$ cat src/rtl/stack_seq_pkg.sv
// stack_seq_pkg: op codes, sequencer states and beat-count helpers for the stack sequencer
package stack_seq_pkg;

    typedef enum logic [2:0] {
        OP_NONE = 3'd0,
        OP_PUSH = 3'd1,
        OP_POP  = 3'd2,
        OP_CALL = 3'd3,
        OP_RET  = 3'd4,
        OP_RTI  = 3'd5,
        OP_INT  = 3'd7
    } op_e;

    typedef enum logic [2:0] {
        S_IDLE,
        S_BEAT1,
        S_BEAT2,
        S_BEAT3,
        S_DONE
    } state_e;

    function automatic int sp_reset_of(input int w);
        return (1 << w) - 1;
    endfunction

    function automatic op_e decode_op(input logic [2:0] code);
        return (code >= 3'd1 && code <= 3'd5) ? op_e'(code) : OP_NONE;
    endfunction

    function automatic logic [1:0] beats_of(input op_e op);
        return (op == OP_RTI || op == OP_INT) ? 2'd3 :
               (op == OP_CALL || op == OP_RET) ? 2'd2 :
               (op == OP_NONE) ? 2'd0 : 2'd1;
    endfunction

endpackage

$ cat src/rtl/stack_pointer.sv
// stack_pointer: downward-growing SP register with beat address and sticky over/underflow flag
module stack_pointer #(
    parameter int ADDR_W   = 12,
    parameter int SP_RESET = (1 << ADDR_W) - 1
) (
    input  logic              clk,
    input  logic              rst,
    input  logic              push_i,
    input  logic              pop_i,
    output logic [ADDR_W-1:0] sp_o,
    output logic [ADDR_W-1:0] addr_o,
    output logic              fault_o
);
    localparam logic [ADDR_W-1:0] SP_RST = ADDR_W'(SP_RESET);
    localparam logic [ADDR_W-1:0] ONE    = ADDR_W'(1);

    logic [ADDR_W-1:0] sp_q, sp_d, sp_inc;
    logic              fault_q, fault_d;

    // Next SP and fault: push writes at SP then decrements, pop increments then reads
    always_comb begin
        sp_inc  = sp_q + ONE;
        sp_d    = push_i ? sp_q - ONE : pop_i ? sp_inc : sp_q;
        fault_d = fault_q | (push_i && sp_q == '0) | (pop_i && sp_q == SP_RST);
        addr_o  = pop_i ? sp_inc : sp_q;
    end

    // SP and fault registers; fault only clears on reset
    always_ff @(posedge clk or posedge rst) begin
        if (rst) begin
            sp_q    <= SP_RST;
            fault_q <= 1'b0;
        end else begin
            sp_q    <= sp_d;
            fault_q <= fault_d;
        end
    end

    assign sp_o    = sp_q;
    assign fault_o = fault_q;

endmodule

$ cat src/rtl/stack_op_sequencer.sv
// stack_op_sequencer: sequences PUSH/POP/CALL/RET/RTI/interrupt beats onto the data-memory port
module stack_op_sequencer
    import stack_seq_pkg::*;
#(
    parameter int ADDR_W   = 12,
    parameter int SP_RESET = sp_reset_of(ADDR_W)
) (
    input  logic              clk,
    input  logic              rst,
    input  logic              req_valid,
    input  logic [2:0]        req_op,
    output logic              req_ready,
    input  logic              irq,
    output logic              irq_ack,
    input  logic              ex_busy,
    input  logic [31:0]       ret_pc,
    input  logic [31:0]       call_target,
    input  logic [31:0]       int_vector,
    input  logic [15:0]       push_data,
    input  logic [2:0]        ccr_in,
    output logic              mem_req,
    output logic              mem_we,
    output logic [ADDR_W-1:0] mem_addr,
    output logic [15:0]       mem_wdata,
    input  logic [15:0]       mem_rdata,
    output logic              pc_load,
    output logic [31:0]       pc_value,
    output logic              ccr_load,
    output logic [2:0]        ccr_value,
    output logic              pop_valid,
    output logic [15:0]       pop_data,
    output logic              flush,
    output logic              freeze_fetch,
    output logic              freeze_decode,
    output logic [ADDR_W-1:0] sp,
    output logic              stack_fault
);
    state_e            state_q, state_d;
    op_e               op_q, op_d, acc_op;
    logic [31:0]       pc_q, tgt_q;
    logic [15:0]       word_q, wdata;
    logic [2:0]        ccr_q;
    logic [1:0]        nb, beat, slot;
    logic              irq_take, req_take, in_beat, is_push, push_beat, pop_beat, done;
    logic [ADDR_W-1:0] sp_addr;

    stack_pointer #(
        .ADDR_W  (ADDR_W),
        .SP_RESET(SP_RESET)
    ) u_sp (
        .clk    (clk),
        .rst    (rst),
        .push_i (push_beat),
        .pop_i  (pop_beat),
        .sp_o   (sp),
        .addr_o (sp_addr),
        .fault_o(stack_fault)
    );

    // Arbitration and beat decode; slot maps each beat onto hi/lo/ccr so RET and RTI share capture logic
    always_comb begin
        irq_take  = state_q == S_IDLE && irq && !ex_busy;
        req_take  = state_q == S_IDLE && !irq_take && req_valid;
        acc_op    = irq_take ? OP_INT : decode_op(req_op);
        nb        = beats_of(op_q);
        beat      = state_q == S_BEAT1 ? 2'd1 : state_q == S_BEAT2 ? 2'd2 : state_q == S_BEAT3 ? 2'd3 : 2'd0;
        in_beat   = beat != 2'd0;
        is_push   = op_q inside {OP_PUSH, OP_CALL, OP_INT};
        push_beat = in_beat && is_push;
        pop_beat  = in_beat && !is_push;
        slot      = is_push ? beat : beat + (2'd3 - nb);
        done      = state_q == S_DONE;
        wdata     = op_q == OP_PUSH ? word_q : slot == 2'd1 ? pc_q[31:16] : slot == 2'd2 ? pc_q[15:0] : {13'b0, ccr_q};
    end

    // Next state: accept in IDLE, walk the op's beats, one DONE cycle, back to IDLE
    always_comb begin
        state_d = state_q;
        op_d    = op_q;
        case (state_q)
            S_IDLE: if (irq_take || req_take) begin
                op_d    = acc_op;
                state_d = beats_of(acc_op) == 2'd0 ? S_DONE : S_BEAT1;
            end
            S_BEAT1: state_d = nb > 2'd1 ? S_BEAT2 : S_DONE;
            S_BEAT2: state_d = nb > 2'd2 ? S_BEAT3 : S_DONE;
            S_BEAT3: state_d = S_DONE;
            default: state_d = S_IDLE;
        endcase
    end

    // State register; reset aborts any sequence in flight
    always_ff @(posedge clk or posedge rst) begin
        if (rst) begin
            state_q <= S_IDLE;
            op_q    <= OP_NONE;
        end else begin
            state_q <= state_d;
            op_q    <= op_d;
        end
    end

    // Operand latch on acceptance, then read-beat capture into the matching field
    always_ff @(posedge clk or posedge rst) begin
        if (rst) begin
            pc_q   <= '0;
            tgt_q  <= '0;
            word_q <= '0;
            ccr_q  <= '0;
        end else if (irq_take || req_take) begin
            pc_q   <= ret_pc;
            tgt_q  <= irq_take ? int_vector : call_target;
            word_q <= push_data;
            ccr_q  <= ccr_in;
        end else if (pop_beat) begin
            if (op_q == OP_POP) word_q <= mem_rdata;
            else if (slot == 2'd1) ccr_q <= mem_rdata[2:0];
            else if (slot == 2'd2) pc_q[15:0] <= mem_rdata;
            else pc_q[31:16] <= mem_rdata;
        end
    end

    // Outputs: memory beat from state, completion pulses in DONE, data buses zero when idle
    always_comb begin
        req_ready     = req_take;
        irq_ack       = irq_take;
        mem_req       = in_beat;
        mem_we        = push_beat;
        mem_addr      = in_beat ? sp_addr : '0;
        mem_wdata     = push_beat ? wdata : 16'b0;
        pc_load       = done && op_q inside {OP_CALL, OP_INT, OP_RET, OP_RTI};
        pc_value      = !pc_load ? 32'b0 : op_q inside {OP_CALL, OP_INT} ? tgt_q : pc_q;
        flush         = pc_load;
        ccr_load      = done && op_q == OP_RTI;
        ccr_value     = ccr_load ? ccr_q : 3'b0;
        pop_valid     = done && op_q == OP_POP;
        pop_data      = pop_valid ? word_q : 16'b0;
        freeze_fetch  = state_q != S_IDLE;
        freeze_decode = state_q != S_IDLE;
    end

endmodule

$ cat config.mk
export PLATFORM = sky130hd
export DESIGN_NAME = stack_op_sequencer
export DESIGN_NICKNAME = d
export VERILOG_FILES = /design/src/rtl/stack_seq_pkg.sv /design/src/rtl/stack_pointer.sv /design/src/rtl/stack_op_sequencer.sv
export SDC_FILE = /design/constraint.sdc
export NUM_CORES = 1
export LEC_CHECK = 0
export ABC_AREA = 1
export CAP_MARGIN = 20
export CORE_MARGIN = 2
export CORE_UTILIZATION = 50
export DETAILED_ROUTE_END_ITERATION = 8
export MAX_ROUTING_LAYER = met4
export PLACE_DENSITY = 0.87
export REMOVE_ABC_BUFFERS = 1
export SYNTH_ARGS = -nofsm -noshare
export SYNTH_HDL_FRONTEND = slang
export SYNTH_HIERARCHICAL = 1
export SYNTH_SLANG_ARGS = --single-unit
$ cat constraint.sdc
create_clock -name clk -period 6.9 [get_ports clk]
set_input_delay 1.035 -clock clk [delete_from_list [all_inputs] [get_ports clk]]
set_output_delay 1.035 -clock clk [all_outputs]
set_load 0.03 [all_outputs]
==> summary.md, run 1 <==
| Metric | Value |
|---|---|
| Outcome | `finished, final reports clean` |
| Core area | `0.0133 sq mm` |
| Fin crit share | `68.2%` |
| Switch share | `52.0%` |
| Peak Freq | `213 MHz` |
| Total grt overflow | `0` |
| First-pass GRT wire length | `35900 um` |
| VDD IR-drop max | `0.181 mV` |
| Power Total | `4.18 mW` |
| CTS Buf Count | `9` |
| Htree depth | `3` |
| Most frequent cells in the layout | `nand2_1 (322), clkdlybuf4s50_1 (240), a21oi_1 (119)` |
| Number of DRC markers in iteration 0 | `703` |
| Die area | `0.0147 sq mm` |
| Number of global-route vias before repair | `7107` |
| Die height | `121 um` |
| Pre-CTS setup slack | `2.62 ns` |
| Layout cell share with drive strength beyond 1 | `6.98%` |
| Power Internal | `2.00 mW` |
| Worst-Margin Slew | `1.11 ns` |
| Number of routed nets with antenna violations | `0` |
| Post-CTS setup buffers | `0` |
| Detailed placement HPWL | `16600 um` |
| Slowest Stage Delay on Critical Path | `0.67 ns` |
| Die width | `121 um` |
| # resized after CTS | `0` |
| Syn-to-layout area delta | `39.0%` |
| Wirelength per Cell | `16.2 um` |
| Pin count of the biggest net entering global routing | `95` |
| Hold path start | `u_sp/fault_o` |
| Port bufs | `240` |
| Worst Hold Class | `register to register` |
| Lkg Pwr | `4.47 nW` |
| Avg Inst Size Synth | `6.62 sq um` |
| Unique cell type count in the Yosys netlist | `37` |
| Diode count | `0` |
| CP Class | `register to output pin` |
| Hold-fix buffers at CTS | `0` |
| Setup_tns | `0 ns` |
| Clk pwr share | `12.0%` |
| Hold Fails Final Rpt | `0` |
| PnR worst setup slack | `2.20 ns` |
| Vias | `7760` |
| Ys Warns | `6` |
| Final WL | `23000 um` |
| Register area share after synthesis | `37.3%` |
| Final setup violation count | `0` |
| Root buffer cell | `clkbuf_16` |
| Via density | `5.45` |
| Worst-Skew Late Latency | `0.35 ns` |
| Critical Path End Type | `output pin` |
| Reg2reg setup slack | `4.06 ns` |
| Pre-antenna DRT Iters | `5` |
| Starting Density | `51.5%` |
| NetSw | `2.17 mW` |
| # IOs | `241` |
| Filler cell count | `1133` |
| Cell Chain, Critical Path | `buf_4 > nand2_2 > nand2_2 > inv_2 > nor2_2 > inv_2 > a21oi_1 > nand2_1 > inv_1 > clkdlybuf4s50_1` |
| Crit Path Max Fanout | `37` |
| CP Data Required Time | `5.86 ns` |
| RD Place Congestion | `0.909` |
| Rows | `42` |
| Clock Tree Buf Depth | `2` |
| Pwr Density | `437 mW/mm^2` |
| Final min period | `4.70 ns` |
| Worst EP arrival | `3.67 ns` |
| Initial antenna violation count | `0` |
| CP Launch Type | `register` |
| Slew Limit Headroom | `26.1%` |
| Overall Global Routing Usage | `31.7%` |
| Commonest non-fill, non-tap cell in the layout | `nand2_1` |
| Sequential cell area | `0.00257 sq mm` |
| Fin. max-slew vios | `0` |
| Multi-input gate area | `0.00355 sq mm` |
| Comb power frac | `60.2%` |
| FF-to-FF Start | `op_q[0]` |
| Crit. Startpoint | `op_q[0]` |
| Nets@finish | `1385` |
| TritonCTS clock tree | `done` |
| Remaining routing DRC violations | `0` |
| Synth Instances | `1040` |
| Crit path max-delay cell type | `clkdlybuf4s50_1` |
| Mapped cell area | `0.00688 sq mm` |
| Maximum capacitance violations | `0` |
| CTS Sinks | `102` |
| Seq cells post-synth | `102` |
| RSZ-0062 raised after global routing | `no` |
| Register share of total power | `27.8%` |
| Reg clk slew, reported paths | `0.07 ns` |
| Fin Clk Skew | `0.00717 ns` |
cells by family (layout without fill, tap and decap cells):
kind of cell               count (synthesis)  count (layout)  share of synthesized area (%)
AOI/OAI and AO/OA                        169             169                           13.0
buffers and inverters                    172             379                           11.1
and+or+nand+nor                          586             586                           36.9
DFF                                      102             102                           37.3
adders and majority gates                  4               4                          0.727
xor gates and xnor gates                   7               7                           1.00
power by group through the flow:
stage	sequential [mW]	combinational, mW	clock, mW
2_1_floorplan	1.19	1.59	0
3_3_place_gp	1.15	2.43	0
3_5_place_dp	1.16	2.47	0
4_1_cts	1.15	2.49	0.508
5_1_grt	1.19	2.76	0.534
6_report	1.16	2.51	0.503
worst paths after layout:
check                                    end  cells after the start
worst min-delay path            u_sp/fault_o                      1
worst min register to register  u_sp/fault_o                      1
worst max-delay path            mem_wdata[8]                     10
max in group asynchronous           ccr_q[1]                      4
min in group asynchronous          word_q[9]                      2
worst max register to register  u_sp/sp_o[3]                      8
state kept, by name (all words and copies together), names as in the netlist:
register / flops
tgt_q: 32
state_q: 3
u_sp/sp_o: 12
pc_q: 32
op_q: 3
word_q: 16
u_sp/fault_o: 1
ccr_q: 3
Yosys cell counts:
master	instances	area, sq um
nor3_2	1	10.0
nand2_4	5	56.3
and2_1	2	12.5
dfstp_2	12	315
a21oi_1	119	596
nand3_2	2	20.0
nand3b_1	1	7.51
nand2_1	322	1210
clkbuf_1	20	75.1
o21ai_0	28	140
dfrtp_1	90	2250
buf_6	6	67.6
clkbuf_4	1	7.51
o211ai_1	14	105
xor2_1	6	52.6
nand2_2	12	75.1
a21boi_0	1	7.51
nand4_1	5	31.3
nor2_4	5	56.3
nor3_1	5	25.0
a22oi_1	1	7.51
buf_1	1	3.75
buf_4	12	90.1
buf_2	17	85.1
o21ai_1	3	15.0
inv_4	2	12.5
inv_1	101	379
xor2_2	1	16.3
ha_1	4	50.1
nand3_4	2	35.0
nor2_1	106	398
inv_2	11	41.3
nand3_1	110	551
a21oi_2	1	8.76
a31oi_1	2	12.5
clkinv_1	1	3.75
nor2_2	8	50.1
area by class of cell:
cell class	count	area share, %
clock buffer	10	2.50
clock inverter	6	0.536
inverter	115	4.59
multi-input combinational	766	37.2
sequential	102	26.8
tap	176	2.30
timing repair buffer	248	26.1
critical path, delay by kind of cell (launching register included):
kind	cells	cell delay [ns]
buf+inv	5	1.47
simple gates	4	1.31
flops	1	0.33
compound gates	1	0.19
routing by layer:
metal  vias up  wire length (um)  share of wire, %  GRT usage (%)
li1       3702                 -                 -              -
met1      3620              9280                40           40.2
met2       407             11300                49           52.7
met3        31              1930               8.4           5.22
met4         0               494               2.1           9.12
met5         -                 0                 0              -
per-stage QoR:
step | util (%) | hold slack, ns | area [sq um] | instances
5_1_grt | 71.7 | 0.500 | 9570 | 1423
3_3_place_gp | 69.1 | 0.455 | 9230 | 1405
2_1_floorplan | - | 0.475 | 6550 | 983
4_1_cts | 71.3 | 0.476 | 9520 | 1421
6_report | 71.7 | 0.472 | 9570 | 1423
3_5_place_dp | 69.1 | 0.459 | 9230 | 1405
(Power assumes the default switching activity.)
==> run 2, diff against run 1 <==
--- a/config.mk
+++ b/config.mk
@@ -8,10 +8,10 @@
 export ABC_AREA = 1
 export CAP_MARGIN = 20
 export CORE_MARGIN = 2
-export CORE_UTILIZATION = 50
+export CORE_UTILIZATION = 46
 export DETAILED_ROUTE_END_ITERATION = 8
 export MAX_ROUTING_LAYER = met4
-export PLACE_DENSITY = 0.87
+export PLACE_DENSITY = 0.81
 export REMOVE_ABC_BUFFERS = 1
 export SYNTH_ARGS = -nofsm -noshare
 export SYNTH_HDL_FRONTEND = slang
==> constraint.sdc (replaced) <==
create_clock -name clk -period 4.5 [get_ports clk]
set_input_delay 0.675 -clock clk [delete_from_list [all_inputs] [get_ports clk]]
set_output_delay 0.675 -clock clk [all_outputs]
set_load 0.03 [all_outputs]
==> summary.md, run 2 (synthesis gave the netlist of run 1 again) <==
| Metric | Value |
|---|---|
| Hold-fix buffers at CTS | `0` |
| Worst-Margin Slew | `0.797 ns` |
| CP Data Required Time | `3.83 ns` |
| Die height | `126 um` |
| RSZ-0062 raised after global routing | `no` |
| Clock Tree Buf Depth | `2` |
| Port bufs | `240` |
| # IOs | `241` |
| Core area | `0.0146 sq mm` |
| Final min period | `3.78 ns` |
| Number of DRC markers in iteration 0 | `789` |
| Commonest non-fill, non-tap cell in the layout | `nand2_1` |
| Lkg Pwr | `4.54 nW` |
| Worst EP arrival | `3.11 ns` |
| Initial antenna violation count | `0` |
| # resized after CTS | `0` |
| PnR worst setup slack | `0.715 ns` |
| Fin. max-slew vios | `0` |
| Slew Limit Headroom | `46.8%` |
| Wirelength per Cell | `16.4 um` |
| Number of global-route vias before repair | `7314` |
| Hold Fails Final Rpt | `0` |
| Worst Hold Class | `register to register` |
| Maximum capacitance violations | `0` |
| Rows | `44` |
| Final core occ | `66.2%` |
| Finished Layout Cells | `1433` |
| CTS Sinks | `102` |
| Die area | `0.0160 sq mm` |
| Fin Clk Skew | `0.00751 ns` |
| Reg clk slew, reported paths | `0.08 ns` |
| Critical Path End Type | `output pin` |
| Via density | `5.39` |
| Filler cell count | `1308` |
| Diode count | `0` |
| Syn-to-layout area delta | `40.3%` |
| Crit Path Max Fanout | `17` |
| Worst-Skew Late Latency | `0.36 ns` |
| VDD IR-drop max | `0.360 mV` |
| Htree depth | `3` |
| Outcome | `finished, final reports clean` |
| Sequential cell area | `0.00257 sq mm` |
| Post-Place Cell Area | `0.00929 sq mm` |
| Power Total | `6.51 mW` |
| Starting Density | `47.2%` |
| Design area | `0.00966 sq mm` |
| Biggest regs | `pc_q: 32 flops, tgt_q: 32 flops, word_q: 16 flops` |
| CP Class | `register to output pin` |
| RD Place Congestion | `0.916` |
| Detailed placement HPWL | `17200 um` |
| Post-CTS setup buffers | `0` |
| Vias | `7718` |
| Pin count of the biggest net entering global routing | `110` |
| Number of routed nets with antenna violations | `0` |
| Nets@finish | `1387` |
| Placed Instances | `1415` |
| Overall Global Routing Usage | `29.9%` |
| Remaining routing DRC violations | `0` |
| Pre-antenna DRT Iters | `7` |
| CTS Buf Count | `9` |
| Fin crit share | `84.1%` |
| Root buffer cell | `clkbuf_16` |
| Multi-input gate area | `0.00355 sq mm` |
| Pre-CTS setup slack | `1.11 ns` |
| First-pass GRT wire length | `37200 um` |
| Pwr Density | `674 mW/mm^2` |
| Die width | `126 um` |
| Setup_tns | `0 ns` |
| TritonCTS clock tree | `done` |
| CP Launch Type | `register` |
| Peak Freq | `264 MHz` |
| Most frequent cells in the layout | `nand2_1 (322), clkdlybuf4s50_1 (226), a21oi_1 (119)` |
| Total grt overflow | `0` |
| Final WL | `23500 um` |
| Final setup violation count | `0` |
| Min Hold Slack | `0.476 ns` |
| Reg2reg setup slack | `2.08 ns` |
| Layout cell share with drive strength beyond 1 | `8.25%` |
run 2: cell count changes in the layout (fill, tap and decap cells not counted):
cell	change
clkinv_4	-2
clkdlybuf4s50_1	-14
buf_12	+6
bufinv_16	+1
inv_6	+1
clkinv_2	-1
clkinvlp_4	+1
buf_4	+10
run 2: path summary, 6_finish.rpt:
kind                              startpoint      endpoint  cells past startpoint
worst max-delay path                 op_q[0]  mem_wdata[2]                      7
worst min register to register  u_sp/fault_o  u_sp/fault_o                      1
max in group asynchronous                rst     tgt_q[20]                      3
worst max register to register       op_q[0]      pc_q[29]                     15
min in group asynchronous                rst  u_sp/fault_o                      2
worst min-delay path            u_sp/fault_o  u_sp/fault_o                      1
run 2: power by group:
group | internal, mW | total [mW] | switching [mW]
combinational | 1.30 | 3.88 | 2.58
sequential | 1.41 | 1.78 | 0.371
clock | 0.457 | 0.849 | 0.392
run 2: per-layer routing:
layer	vias up	GRT usage, %	routed length (um)
met4	0	10.9	760
met3	56	4.72	1970
met1	3556	38.3	9560
li1	3702	-	-
met2	404	48.1	11200
met5	-	-	0
run 2: worst max-delay path, stage by stage, from the launching register on:
cell	delay, ns
dfrtp_1	0.49
inv_2	0.10
nor2_1	0.14
nand2_1	0.41
inv_1	0.59
nor2_1	0.10
a21oi_1	0.21
clkdlybuf4s50_1	0.70
run 2: final cells by class:
cell class,count,area share (%)
tap,184,2.38
inverter,115,4.55
clock inverter,6,0.778
clock buffer,10,2.48
sequential,102,26.6
timing repair buffer,250,26.4
multi-input combinational,766,36.8
==> run 3, diff against run 2 <==
--- a/config.mk
+++ b/config.mk
@@ -8,10 +8,10 @@
 export ABC_AREA = 1
 export CAP_MARGIN = 20
 export CORE_MARGIN = 2
-export CORE_UTILIZATION = 46
+export CORE_UTILIZATION = 42
 export DETAILED_ROUTE_END_ITERATION = 8
 export MAX_ROUTING_LAYER = met4
-export PLACE_DENSITY = 0.81
+export PLACE_DENSITY = 0.78
 export REMOVE_ABC_BUFFERS = 1
 export SYNTH_ARGS = -nofsm -noshare
 export SYNTH_HDL_FRONTEND = slang
==> constraint.sdc (replaced) <==
create_clock -name clk -period 3.3 [get_ports clk]
set_input_delay 0.495 -clock clk [delete_from_list [all_inputs] [get_ports clk]]
set_output_delay 0.495 -clock clk [all_outputs]
set_load 0.03 [all_outputs]
==> summary.md, run 3 (synthesis gave the netlist of run 1 again) <==
| Metric | Value |
|---|---|
| Final setup violation count | `0` |
| Fin. max-slew vios | `0` |
| Die height | `132 um` |
| Number of global-route vias before repair | `7225` |
| Hold EP | `u_sp/fault_o` |
| Slowest Stage Delay on Critical Path | `0.46 ns` |
| Layout cell share with drive strength beyond 1 | `13.7%` |
| CP Data Required Time | `2.80 ns` |
| Reg clk slew, reported paths | `0.07 ns` |
| Core area | `0.0159 sq mm` |
| Hold-fix buffers at CTS | `0` |
| Wirelength per Cell | `16.3 um` |
| # IOs | `241` |
| Post-Place Cell Area | `0.00933 sq mm` |
| Sequential cell area | `0.00257 sq mm` |
| Worst Hold Class | `register to register` |
| Worst-Skew Late Latency | `0.36 ns` |
| Rows | `46` |
| Number of DRC markers in iteration 0 | `626` |
| Overall Global Routing Usage | `27.8%` |
| Root buffer cell | `clkbuf_16` |
| Worst EP arrival | `2.57 ns` |
| Worst reg2reg path depth | `15` |
| Peak Freq | `327 MHz` |
| Nets@finish | `1390` |
| Crit path max-delay cell type | `dfrtp_1` |
| Final WL | `24000 um` |
| Maximum capacitance violations | `0` |
| RD Place Congestion | `0.945` |
| Filler cell count | `1509` |
| Hold path start | `u_sp/fault_o` |
| Pin count of the biggest net entering global routing | `88` |
| Power Total | `8.75 mW` |
| PnR worst setup slack | `0.238 ns` |
| FF-to-FF Start | `op_q[0]` |
| Syn-to-layout area delta | `39.8%` |
| Starting Density | `43.2%` |
| Multi-input gate area | `0.00355 sq mm` |
| Fin crit share | `92.8%` |
| Reg2reg setup slack | `0.85 ns` |
| Most used cell, CP | `nand2_1` |
| Pre-antenna DRT Iters | `7` |
| Diode count | `0` |
| Lkg Pwr | `4.68 nW` |
| Total grt overflow | `0` |
| Pwr Density | `910 mW/mm^2` |
| CTS Buf Count | `9` |
| Fin Clk Skew | `0.0117 ns` |
| Most frequent cells in the layout | `nand2_1 (322), clkdlybuf4s50_1 (160), a21oi_1 (119)` |
| Remaining routing DRC violations | `0` |
| Clock Tree Buf Depth | `2` |
| R2r endpoint | `pc_q[30]` |
| Min Hold Slack | `0.510 ns` |
| Via density | `5.27` |
| Detailed placement HPWL | `17700 um` |
| Critical Path End Type | `output pin` |
| Outcome | `finished, final reports clean` |
| CP Launch Type | `register` |
| Die width | `132 um` |
| CP Class | `register to output pin` |
| Worst-Margin Slew | `0.661 ns` |
| Vias | `7739` |
| First-pass GRT wire length | `37600 um` |
| Initial antenna violation count | `0` |
| Pre-CTS setup slack | `0.605 ns` |
| Hold Fails Final Rpt | `0` |
| Port bufs | `240` |
| Crit Path Max Fanout | `14` |
| Final min period | `3.06 ns` |
| Hold path depth | `1` |
| Htree depth | `3` |
| Finished Layout Cells | `1468` |
| Placed Instances | `1452` |
| Cell Chain, Critical Path | `inv_2 > nor2_1 > a21oi_1 > ha_1 > inv_1 > nand2_1 > nand2_2 > nand2_1 > nand2_2 > nand3_4 > inv_4 > nand2_1 > nand3_1 > nand2_1 > inv_1 > buf_12` |
| Slew Limit Headroom | `55.9%` |
| Commonest non-fill, non-tap cell in the layout | `nand2_1` |
| CTS Sinks | `102` |
| Design area | `0.00962 sq mm` |
| TritonCTS clock tree | `done` |
| VDD IR-drop max | `0.622 mV` |
| RSZ-0062 raised after global routing | `no` |
| Die area | `0.0174 sq mm` |
| Biggest regs | `pc_q: 32 flops, tgt_q: 32 flops, word_q: 16 flops` |
| Number of routed nets with antenna violations | `0` |
-- run 3: worst max path at each step --
stage	from	end	slack, ns
6_report	op_q[0]	mem_wdata[14]	0.24
5_1_grt	op_q[0]	mem_wdata[14]	0.09
4_1_cts	op_q[0]	mem_wdata[14]	0.19
3_5_place_dp	op_q[0]	mem_wdata[3]	0.61
3_3_place_gp	op_q[0]	mem_wdata[14]	0.73
2_1_floorplan	state_q[0]	pc_q[10]	-1.50
-- run 3: per-stage QoR --
step / utilization, % / setup TNS (ns)
after global placement: 58.5 / 0
after CTS: 60.3 / 0
after detailed placement: 58.5 / 0
final: 60.3 / 0
after floorplan: - / -107.03
after global routing: 60.3 / 0
-- run 3: report_power, final --
part / internal [mW] / total [mW] / switching, mW
logic: 1.75 / 5.24 / 3.50
clock network: 0.521 / 1.04 / 0.521
registers: 1.92 / 2.47 / 0.551
-- run 3: worst max-delay path: cells and delay by family (launching register included) --
family	cells	cell delay, ns
adders and majority gates	1	0.19
buffers and inverters	5	0.63
and+or+nand+nor	9	0.83
DFF	1	0.46
AOI/OAI and AO/OA	1	0.07
-- run 3: area by class of cell --
class	count	share of cell area, %
clock buffer	9	2.34
clock inverter	7	0.586
inverter	115	4.59
multi-input combinational	766	37.0
tap	216	2.81
sequential	102	26.7
timing repair buffer	253	26.0
-- run 3: metal layers --
metal | share of wire, % | GRT usage [%] | wire (um) | vias to the layer above
li1 | - | - | - | 3712
met1 | 42 | 34.8 | 10100 | 3610
met2 | 48 | 45.0 | 11400 | 378
met3 | 8.1 | 6.31 | 1950 | 39
met4 | 2.3 | 8.15 | 562 | 0
met5 | 0 | - | 0 | -
-- run 3: timing repair --
action	CTS	global route
gates resized for setup	0	2
endpoints found under the setup margin	0	1
setup buffers	0	0
